## src/rtl/cic_disrst_ctrl_if.sv

```systemverilog
// Sample stream, filter drive and result bundle
// of the CIC flush/calibrate sequencer.
interface cic_disrst_ctrl_if #(
   parameter int W = 25
);
   logic         in_valid;
   logic [W-1:0] in_data;
   logic         in_ready;
   logic         cal_req;
   logic         cal_done;
   logic         cic_en;
   logic [W-1:0] cic_data;
   logic [W-1:0] cic_o;
   logic         out_valid;
   logic [W-1:0] out_data;

   modport master (
      output in_valid,
      output in_data,
      output cal_req,
      output cic_o,
      input  in_ready,
      input  cal_done,
      input  cic_en,
      input  cic_data,
      input  out_valid,
      input  out_data
   );

   modport slave (
      input  in_valid,
      input  in_data,
      input  cal_req,
      input  cic_o,
      output in_ready,
      output cal_done,
      output cic_en,
      output cic_data,
      output out_valid,
      output out_data
   );
endinterface

```

## src/rtl/cic_disrst_ctrl.sv

```systemverilog
// Flush/calibrate sequencer and offset corrector
// for the reset-less interleaved CIC moving-sum filter.
module cic_disrst_ctrl #(
   parameter int width_H = 5,
   parameter int width_W = 20,
   parameter int N       = 32,
   parameter int DEC     = 1
) (
   input logic clk,
   input logic rst_n,
   cic_disrst_ctrl_if.slave bus
);
   localparam int W  = width_H + width_W;
   localparam int F  = N + 6;
   localparam int FW = $clog2(F + 2);
   localparam int DW = (DEC > 1) ? $clog2(DEC) : 1;

   typedef enum logic [1:0] {
      FLUSH = 2'd0,
      DRAIN = 2'd1,
      RUN   = 2'd2
   } state_t;

   state_t state;
   state_t state_nx;

   logic [FW-1:0] fcnt;
   logic [1:0]    skip;
   logic [DW-1:0] dcnt;
   logic          par;
   logic          en_d;
   logic [W-1:0]  off [2];

   logic          cic_en_q;
   logic [W-1:0]  cic_data_q;
   logic          out_valid_q;
   logic [W-1:0]  out_data_q;

   logic          issue;
   logic          drain;
   logic          run;
   logic          last_issue;
   logic          drain_done;
   logic          xfer;
   logic          emit;
   logic [W-1:0]  corr;

   assign last_issue = issue
                     && (fcnt == FW'(F - 1));
   assign drain_done = fcnt == FW'(F + 1);
   assign xfer       = run & bus.in_valid;

   // cic_o and par both describe the latest enable
   assign corr = bus.cic_o - off[par];

   assign emit = run
               & ~bus.cal_req
               & en_d
               & (skip == 2'd0)
               & (dcnt == '0);

   always_ff @(posedge clk or negedge rst_n) begin
      if (!rst_n) begin
         state <= FLUSH;
      end else begin
         state <= state_nx;
      end
   end

   always_comb begin
      state_nx = state;
      unique case (state)
         FLUSH: begin
            if (last_issue) state_nx = DRAIN;
         end
         DRAIN: begin
            if (drain_done) state_nx = RUN;
         end
         RUN: begin
            if (bus.cal_req) state_nx = FLUSH;
         end
         default: state_nx = FLUSH;
      endcase
   end

   always_comb begin
      issue = 1'b0;
      drain = 1'b0;
      run   = 1'b0;
      unique case (state)
         FLUSH:   issue = 1'b1;
         DRAIN:   drain = 1'b1;
         RUN:     run   = 1'b1;
         default: issue = 1'b0;
      endcase
   end

   // counts flush enables, then the two drain cycles
   always_ff @(posedge clk or negedge rst_n) begin
      if (!rst_n) begin
         fcnt <= '0;
      end else if (run) begin
         fcnt <= '0;
      end else begin
         fcnt <= fcnt + 1'b1;
      end
   end

   always_ff @(posedge clk or negedge rst_n) begin
      if (!rst_n) begin
         cic_en_q   <= 1'b0;
         cic_data_q <= '0;
         en_d       <= 1'b0;
         par        <= 1'b0;
      end else begin
         cic_en_q   <= issue | xfer;
         cic_data_q <= xfer ? bus.in_data : '0;
         en_d       <= cic_en_q;
         if (cic_en_q) par <= ~par;
      end
   end

   // last two flush results win; earlier ones are overwritten
   always_ff @(posedge clk or negedge rst_n) begin
      if (!rst_n) begin
         off[0] <= '0;
         off[1] <= '0;
      end else if (en_d && !run) begin
         off[par] <= bus.cic_o;
      end
   end

   always_ff @(posedge clk or negedge rst_n) begin
      if (!rst_n) begin
         skip <= 2'd3;
         dcnt <= '0;
      end else if (drain) begin
         skip <= 2'd3;
         dcnt <= '0;
      end else if (run && en_d) begin
         if (skip != 2'd0) begin
            skip <= skip - 2'd1;
         end else if (dcnt == DW'(DEC - 1)) begin
            dcnt <= '0;
         end else begin
            dcnt <= dcnt + 1'b1;
         end
      end
   end

   always_ff @(posedge clk or negedge rst_n) begin
      if (!rst_n) begin
         out_valid_q <= 1'b0;
         out_data_q  <= '0;
      end else begin
         out_valid_q <= emit;
         if (emit) out_data_q <= corr;
      end
   end

   assign bus.in_ready  = run;
   assign bus.cal_done  = run;
   assign bus.cic_en    = cic_en_q;
   assign bus.cic_data  = cic_data_q;
   assign bus.out_valid = out_valid_q;
   assign bus.out_data  = out_data_q;
endmodule

```

## src/flat_wrapper.sv

```systemverilog
// flat-port wrapper written by rule: the top's interface ports become plain ports
module cic_disrst_ctrl_flat 
#(
   parameter int width_H = 5,
   parameter int width_W = 20,
   parameter int N       = 32,
   parameter int DEC     = 1
)
  (clk, rst_n, bus_in_valid, bus_in_data, bus_cal_req, bus_cic_o, bus_in_ready, bus_cal_done, bus_cic_en, bus_cic_data, bus_out_valid, bus_out_data);
  cic_disrst_ctrl_if #(.W(((5) + (20)))) bus_i ();
  input logic clk;
  input logic rst_n;
  input wire logic [$bits(bus_i.in_valid)-1:0] bus_in_valid;
  input wire logic [$bits(bus_i.in_data)-1:0] bus_in_data;
  input wire logic [$bits(bus_i.cal_req)-1:0] bus_cal_req;
  input wire logic [$bits(bus_i.cic_o)-1:0] bus_cic_o;
  output wire logic [$bits(bus_i.in_ready)-1:0] bus_in_ready;
  output wire logic [$bits(bus_i.cal_done)-1:0] bus_cal_done;
  output wire logic [$bits(bus_i.cic_en)-1:0] bus_cic_en;
  output wire logic [$bits(bus_i.cic_data)-1:0] bus_cic_data;
  output wire logic [$bits(bus_i.out_valid)-1:0] bus_out_valid;
  output wire logic [$bits(bus_i.out_data)-1:0] bus_out_data;
  assign bus_i.in_valid = bus_in_valid;
  assign bus_i.in_data = bus_in_data;
  assign bus_i.cal_req = bus_cal_req;
  assign bus_i.cic_o = bus_cic_o;
  assign bus_in_ready = bus_i.in_ready;
  assign bus_cal_done = bus_i.cal_done;
  assign bus_cic_en = bus_i.cic_en;
  assign bus_cic_data = bus_i.cic_data;
  assign bus_out_valid = bus_i.out_valid;
  assign bus_out_data = bus_i.out_data;
  cic_disrst_ctrl #(.width_H(width_H), .width_W(width_W), .N(N), .DEC(DEC)) u_core (.clk(clk), .rst_n(rst_n), .bus(bus_i));
endmodule
```

## config.mk

```make
export PLATFORM = sky130hd
export DESIGN_NAME = cic_disrst_ctrl_flat
export DESIGN_NICKNAME = d
export VERILOG_FILES = /design/src/rtl/cic_disrst_ctrl_if.sv /design/src/rtl/cic_disrst_ctrl.sv /design/src/flat_wrapper.sv
export SDC_FILE = /design/constraint.sdc
export NUM_CORES = 1
export LEC_CHECK = 0
export CAP_MARGIN = 40
export CORE_ASPECT_RATIO = 1.4
export CORE_MARGIN = 10
export CORE_UTILIZATION = 30
export DETAILED_ROUTE_END_ITERATION = 7
export DONT_BUFFER_PORTS = 1
export GPL_ROUTABILITY_DRIVEN = 0
export SETUP_SLACK_MARGIN = 0.15
export SLEW_MARGIN = 20
export SYNTH_ARGS = -nofsm -noshare
export SYNTH_HDL_FRONTEND = slang
export SYNTH_SLANG_ARGS = --single-unit
```

## constraint.sdc

```tcl
create_clock -name clk -period 2.6 [get_ports clk]
set_input_delay 0.13 -clock clk [delete_from_list [all_inputs] [get_ports clk]]
set_output_delay 0.13 -clock clk [all_outputs]
set_load 0.005 [all_outputs]
```

# After elaboration in Yosys (flattened, before gate mapping)
# Index checks and enable logic that the tools add are counted.
[word_totals]
ff_bits = 115
in_bits = 54
[op_classes]
add_sub_neg = 4
n_lt_le_gt_ge = 2
n_eq_ne = 8
mux = 22
bitwise = 10
reduce_logical = 13
[ops]
columns = ["op", "count"]
rows = [
  ["$mux W25", 5],
  ["$bwmux W50", 1],
  ["$demux W25 S1", 1],
  ["$sub A25 B25 Y25", 1],
  ["$eq A6 B6 Y1 const B", 2],
  ["$mux W2", 6],
  ["$mux W1", 7],
  ["$add A6 B1 Y6 const B", 1],
  ["$mux W6", 1],
  ["$ne A2 B1 Y1 const B", 3],
  ["$pmux W2 S3", 1],
  ["$reduce_bool A2 Y1", 3],
  ["$and A1 B1 Y1", 5],
  ["$logic_and A1 B1 Y1", 4],
  ["$logic_not A2 Y1", 2],
  ["$reduce_and A2 Y1", 2],
  ["$not A1 Y1", 3],
  ["$reduce_and A3 Y1", 1],
  ["$eq A2 B1 Y1 const B", 1],
  ["$eq A2 B2 Y1 const B", 1],
  ["$ge A2 B2 Y1 const B", 1],
  ["$lt A2 B1 Y1 const B", 1],
  ["$ne A2 B2 Y1 const B", 1],
  ["$not A1 Y2", 1],
  ["other kinds (4)", 4],
]

# Longest topological paths before layout
[depth]
depth_word = 6
ltp_mapped = 11
mapped_depth_nobuf = 9

# Worst setup path before layout
# Ideal clock, no wire load.
[synth_timing]
path_type = "register to register"
from = "register u_core.par"
to = "register u_core.out_data_q[24] (netlist: u_core.bus.out_data[24])"
setup_ns = 0.132
arrival_time_ns = 2.731
slack_ns = -0.262
stages_incl_launch_ff = 11
path_buffers = 2
cell_sequence = "dfrtp_1 buf_2 buf_1 mux2i_1 ha_1 a21oi_1 nor2_1 a211oi_4 a21oi_2 o31ai_1 or3b_1"
[synth_via]
elab_chain_len = 5
[synth_lines]
columns = ["element", "line_no", "rtl"]
rows = [
  ["start: declaration", "cic_disrst_ctrl.sv:30", "logic par;"],
  ["start signal: assignment", "cic_disrst_ctrl.sv:119", "if (cic_en_q) par <= ~par;"],
  ["$not A1 Y2 (not written as such)", "cic_disrst_ctrl.sv:54", "assign corr = bus.cic_o - off[par];"],
  ["$mux W25 (not written as such) (3 in series)", "cic_disrst_ctrl.sv:54", ""],
  ["$sub A25 B25 Y25", "cic_disrst_ctrl.sv:54", ""],
  ["end signal: assignment", "cic_disrst_ctrl.sv:157", "if (emit) out_data_q <= corr;"],
  ["end: declaration", "cic_disrst_ctrl.sv:37", "logic [W-1:0] out_data_q;"],
]
# No other way between the ends. The select of a mux whose other input is x is not followed.
# A chain may end at the register's enable or synchronous reset.

# Worst setup path after layout
# Ends and elaborated chain as after synthesis.

==> out/qor.yml <==
worst_path_most_repeated_cell: "a21oi_4"
critPathRequiredTime_ps: 2890
start_util: 0.307
grt.overflow.total: 0
critPathArrivalTime_ps: 2880
clkPwrFrac: 0.220
cts_max_level: 4
wl_per_cell_um: 18.4
routed_wl_um: 16700
yosysWarnings: 0
die_height_um: 187
final_hold_viol_count: 114
clk_pin_slew_ps: 60
critPathLaunchType: "register"
syn_nets: 632
vias_per_cell: 5.07
worst_pin_slew_ps: 669
post-route-drc-count: 0
cts_tree: "built"
critPathMaxFanout: 5
ff_latch_area_um2: 2860
synth_mux_area_frac: 0.138
setup_viol: 0
nNetsFinal: 729
synth_fa_ha_area_frac: 0.0623
mappedNetlistArea_um2: 5950
synth_seq_cells: 114
core_area_um2: 19400
synth_top_family_by_area: "multiplexers"
path_delay_family: "simple AND/OR/NAND/NOR gates"
synth_edf_count: 0
area_growth_pct: 33.9
io_pins: 108
slew-limit-headroom: 0.552
slew_viol_final: 0
r2r-start: "u_core.par"
cts-root-buf: "clkbuf_16"
status: "finished with violations"
clk_latency_ps: 420
syn_inst: 549
grt_pass1_wl_um: 26500
cpPeakStageDelay_ps: 430
grt_pass1_vias: 4876
ant_nets: 0
post_dp_cell_area_um2: 6550
ctsHoldBuffers: 52
vias: 4602
synth_area_leaders: "dfrtp_1, mux2_2, ha_1"
synth_top_cells_by_count: "dfrtp_1, nand2_1, mux2_2"
grt_antenna_before_repair: 0
synth-simple-area-share: 0.134
fillers: 1817
p_comb_frac: 0.529
die_x_um: 139
numCtsBuffers: 17
stdcell_area_um2: 7970
synth_top_area_frac: 0.471
regToRegSetupSlack_ps: 8
p_sw_frac: 0.386
slowest_stage: "dfrtp_2"
multi_input_area_um2: 3180
p_seq_frac: 0.251
switchingPower_w: 0.00418
num_rows: 60
path_cells: "mux2_2 > ha_4 > fa_2 > nand2b_4 > a21oi_4 > o21ai_4 > a21oi_4 > nor4_2 > or3b_1"
reg2reg_depth: 9
synth.avg_cell_area_um2: 10.8
drive_gt1_frac: 0.288
seq_area_frac_synth: 0.480
synth_xor_area_frac: 0.0265
end_kind: "register"
drt-initial-drc-count: 298
worst_slack_ps: 8.30
criticalPathCategory: "reg -> reg"
yosysMostFrequentCell: "dfrtp_1"
leakage_nw: 3.59
dieArea_um2: 25900
dpl_worst_slack_ps: -162
r2r-end: "u_core.bus.out_data[24]"
irDropWorstVdd_uv: 517
cts.path.max_buffers: 2
synthArstFlopShare: 1.00
finalCritPeriodShare: 0.997
yosys.area.top_type: "dfrtp_1"
yosysUniqueCellTypes: 60
worst-path-buf-inv: 0
grt_max_degree: 115
hold_class: "in -> async"
fmax_ghz: 0.386
finClkSkew_ps: 8.81
synth_flop_cell: "dfrtp_1"
cap_violations: 0
drtPass1Iterations: 5
grt.total_usage: 0.126
cts.sinks: 114
synth_compound_area_frac: 0.129
post-dp-hpwl_um: 11600
port_buffers: 0
fin_crit_ps: 2590
rsz0062_at_grt: "yes"
p_int_w: 0.00666
whs_ps: -580
powerDensity_nw_per_um2: 1360
n_antenna_cell: 0
violations: "negative hold slack"
-- cell type report --
type / count / area share
sequential: 114 / 0.358
multi-input combinational: 394 / 0.399
clock buffer: 18 / 0.0539
inverter: 13 / 0.00644
clock inverter: 14 / 0.0223
tap: 248 / 0.0389
timing repair buffer: 106 / 0.121
-- state kept, by name, summed over array words and instances (netlist names) --
name and cells:
u_core.bus.cic_data 25, u_core.bus.cic_en 1, u_core.bus.out_data 25, u_core.bus.out_valid 1, u_core.en_d 1, u_core.fcnt 6
u_core.off 50, u_core.par 1, u_core.skip 2, u_core.state 2
-- timing repair --
item / in CTS / in global routing
pin swaps: 6 / 13
gates cloned: 0 / 0
resized for setup: 20 / 33
buffers inserted: 2 / 3
setup endpoints to repair: 16 / 18
endpoints found under the hold margin: 191 / 114
-- how the worst max path moves through the flow --
stage	start	end	slack [ps]	cells after the start
finish	u_core.par	u_core.bus.out_data[24]	8	9
CTS	u_core.par	u_core.bus.out_data[23]	40	10
detailed placement	u_core.par	u_core.bus.out_data[23]	-160	10
global placement	u_core.par	u_core.bus.out_data[23]	-120	10
floorplan	u_core.par	u_core.bus.out_data[24]	130	10
global route	u_core.par	u_core.bus.out_data[24]	-90	9
-- power by group through the flow --
stage	sequential, W	combinational (W)	clock, W
after floorplan	0.00261	0.00359	0
after global placement	0.00271	0.00493	0
after detailed placement	0.00274	0.00502	0
after CTS	0.00272	0.00532	0.00245
after global routing	0.00280	0.00621	0.00254
final	0.00273	0.00573	0.00238
-- placed cells by master (no fill, tap or decap), types with 3 or more instances in the layout --
| cell | instances |
|---|---|
| nor3_1 | 6 |
| o21ai_0 | 24 |
| o31ai_1 | 8 |
| mux2_2 | 49 |
| ha_1 | 21 |
| buf_4 | 49 |
| mux2i_1 | 22 |
| nand4_1 | 6 |
| a211oi_2 | 3 |
| and3_1 | 30 |
| dfrtp_1 | 111 |
| clkbuf_16 | 17 |
| mux2i_2 | 5 |
| nor2_1 | 24 |
| bufinv_16 | 3 |
| o21a_1 | 6 |
| a21oi_2 | 10 |
| ha_2 | 5 |
| xnor2_1 | 9 |
| o21ai_1 | 4 |
| nand2_1 | 52 |
| inv_6 | 4 |
| dlygate4sd3_1 | 52 |
| inv_1 | 12 |
| nand3_1 | 11 |
| a21oi_1 | 19 |
| clkinvlp_4 | 4 |
| o31a_1 | 3 |
| xor2_1 | 9 |
| a21o_1 | 9 |
-- metal layers --
layer	vias up	global-route usage	part of all wire
met5	-	0	0
met4	0	0.0583	0.025
met3	28	0.0414	0.064
met2	135	0.219	0.52
met1	2263	0.136	0.39
li1	2176	-	-
-- per-stage QoR --
step / power, W / utilization / TNS [ps] / instances
finish: 0.0108 / 0.411 / 0 / 907
global route: 0.0115 / 0.411 / -411 / 907
CTS: 0.0105 / 0.402 / 0 / 903
detailed placement: 0.00776 / 0.338 / -238 / 817
global placement: 0.00764 / 0.338 / -184 / 817
floorplan: 0.00620 / - / 0 / 549
-- kinds of logic (layout without fill, tap and decap cells) --
group                      count (synthesis)  count (layout)
and+or+nand+nor                          157             157
adders and majority gates                 29              29
DFF                                      114             114
AOI/OAI and AO/OA                        114             114
muxes                                     76              76
xor gates and xnor gates                  18              18
buffers and inverters                     41             151
(Power assumes the default switching activity.)
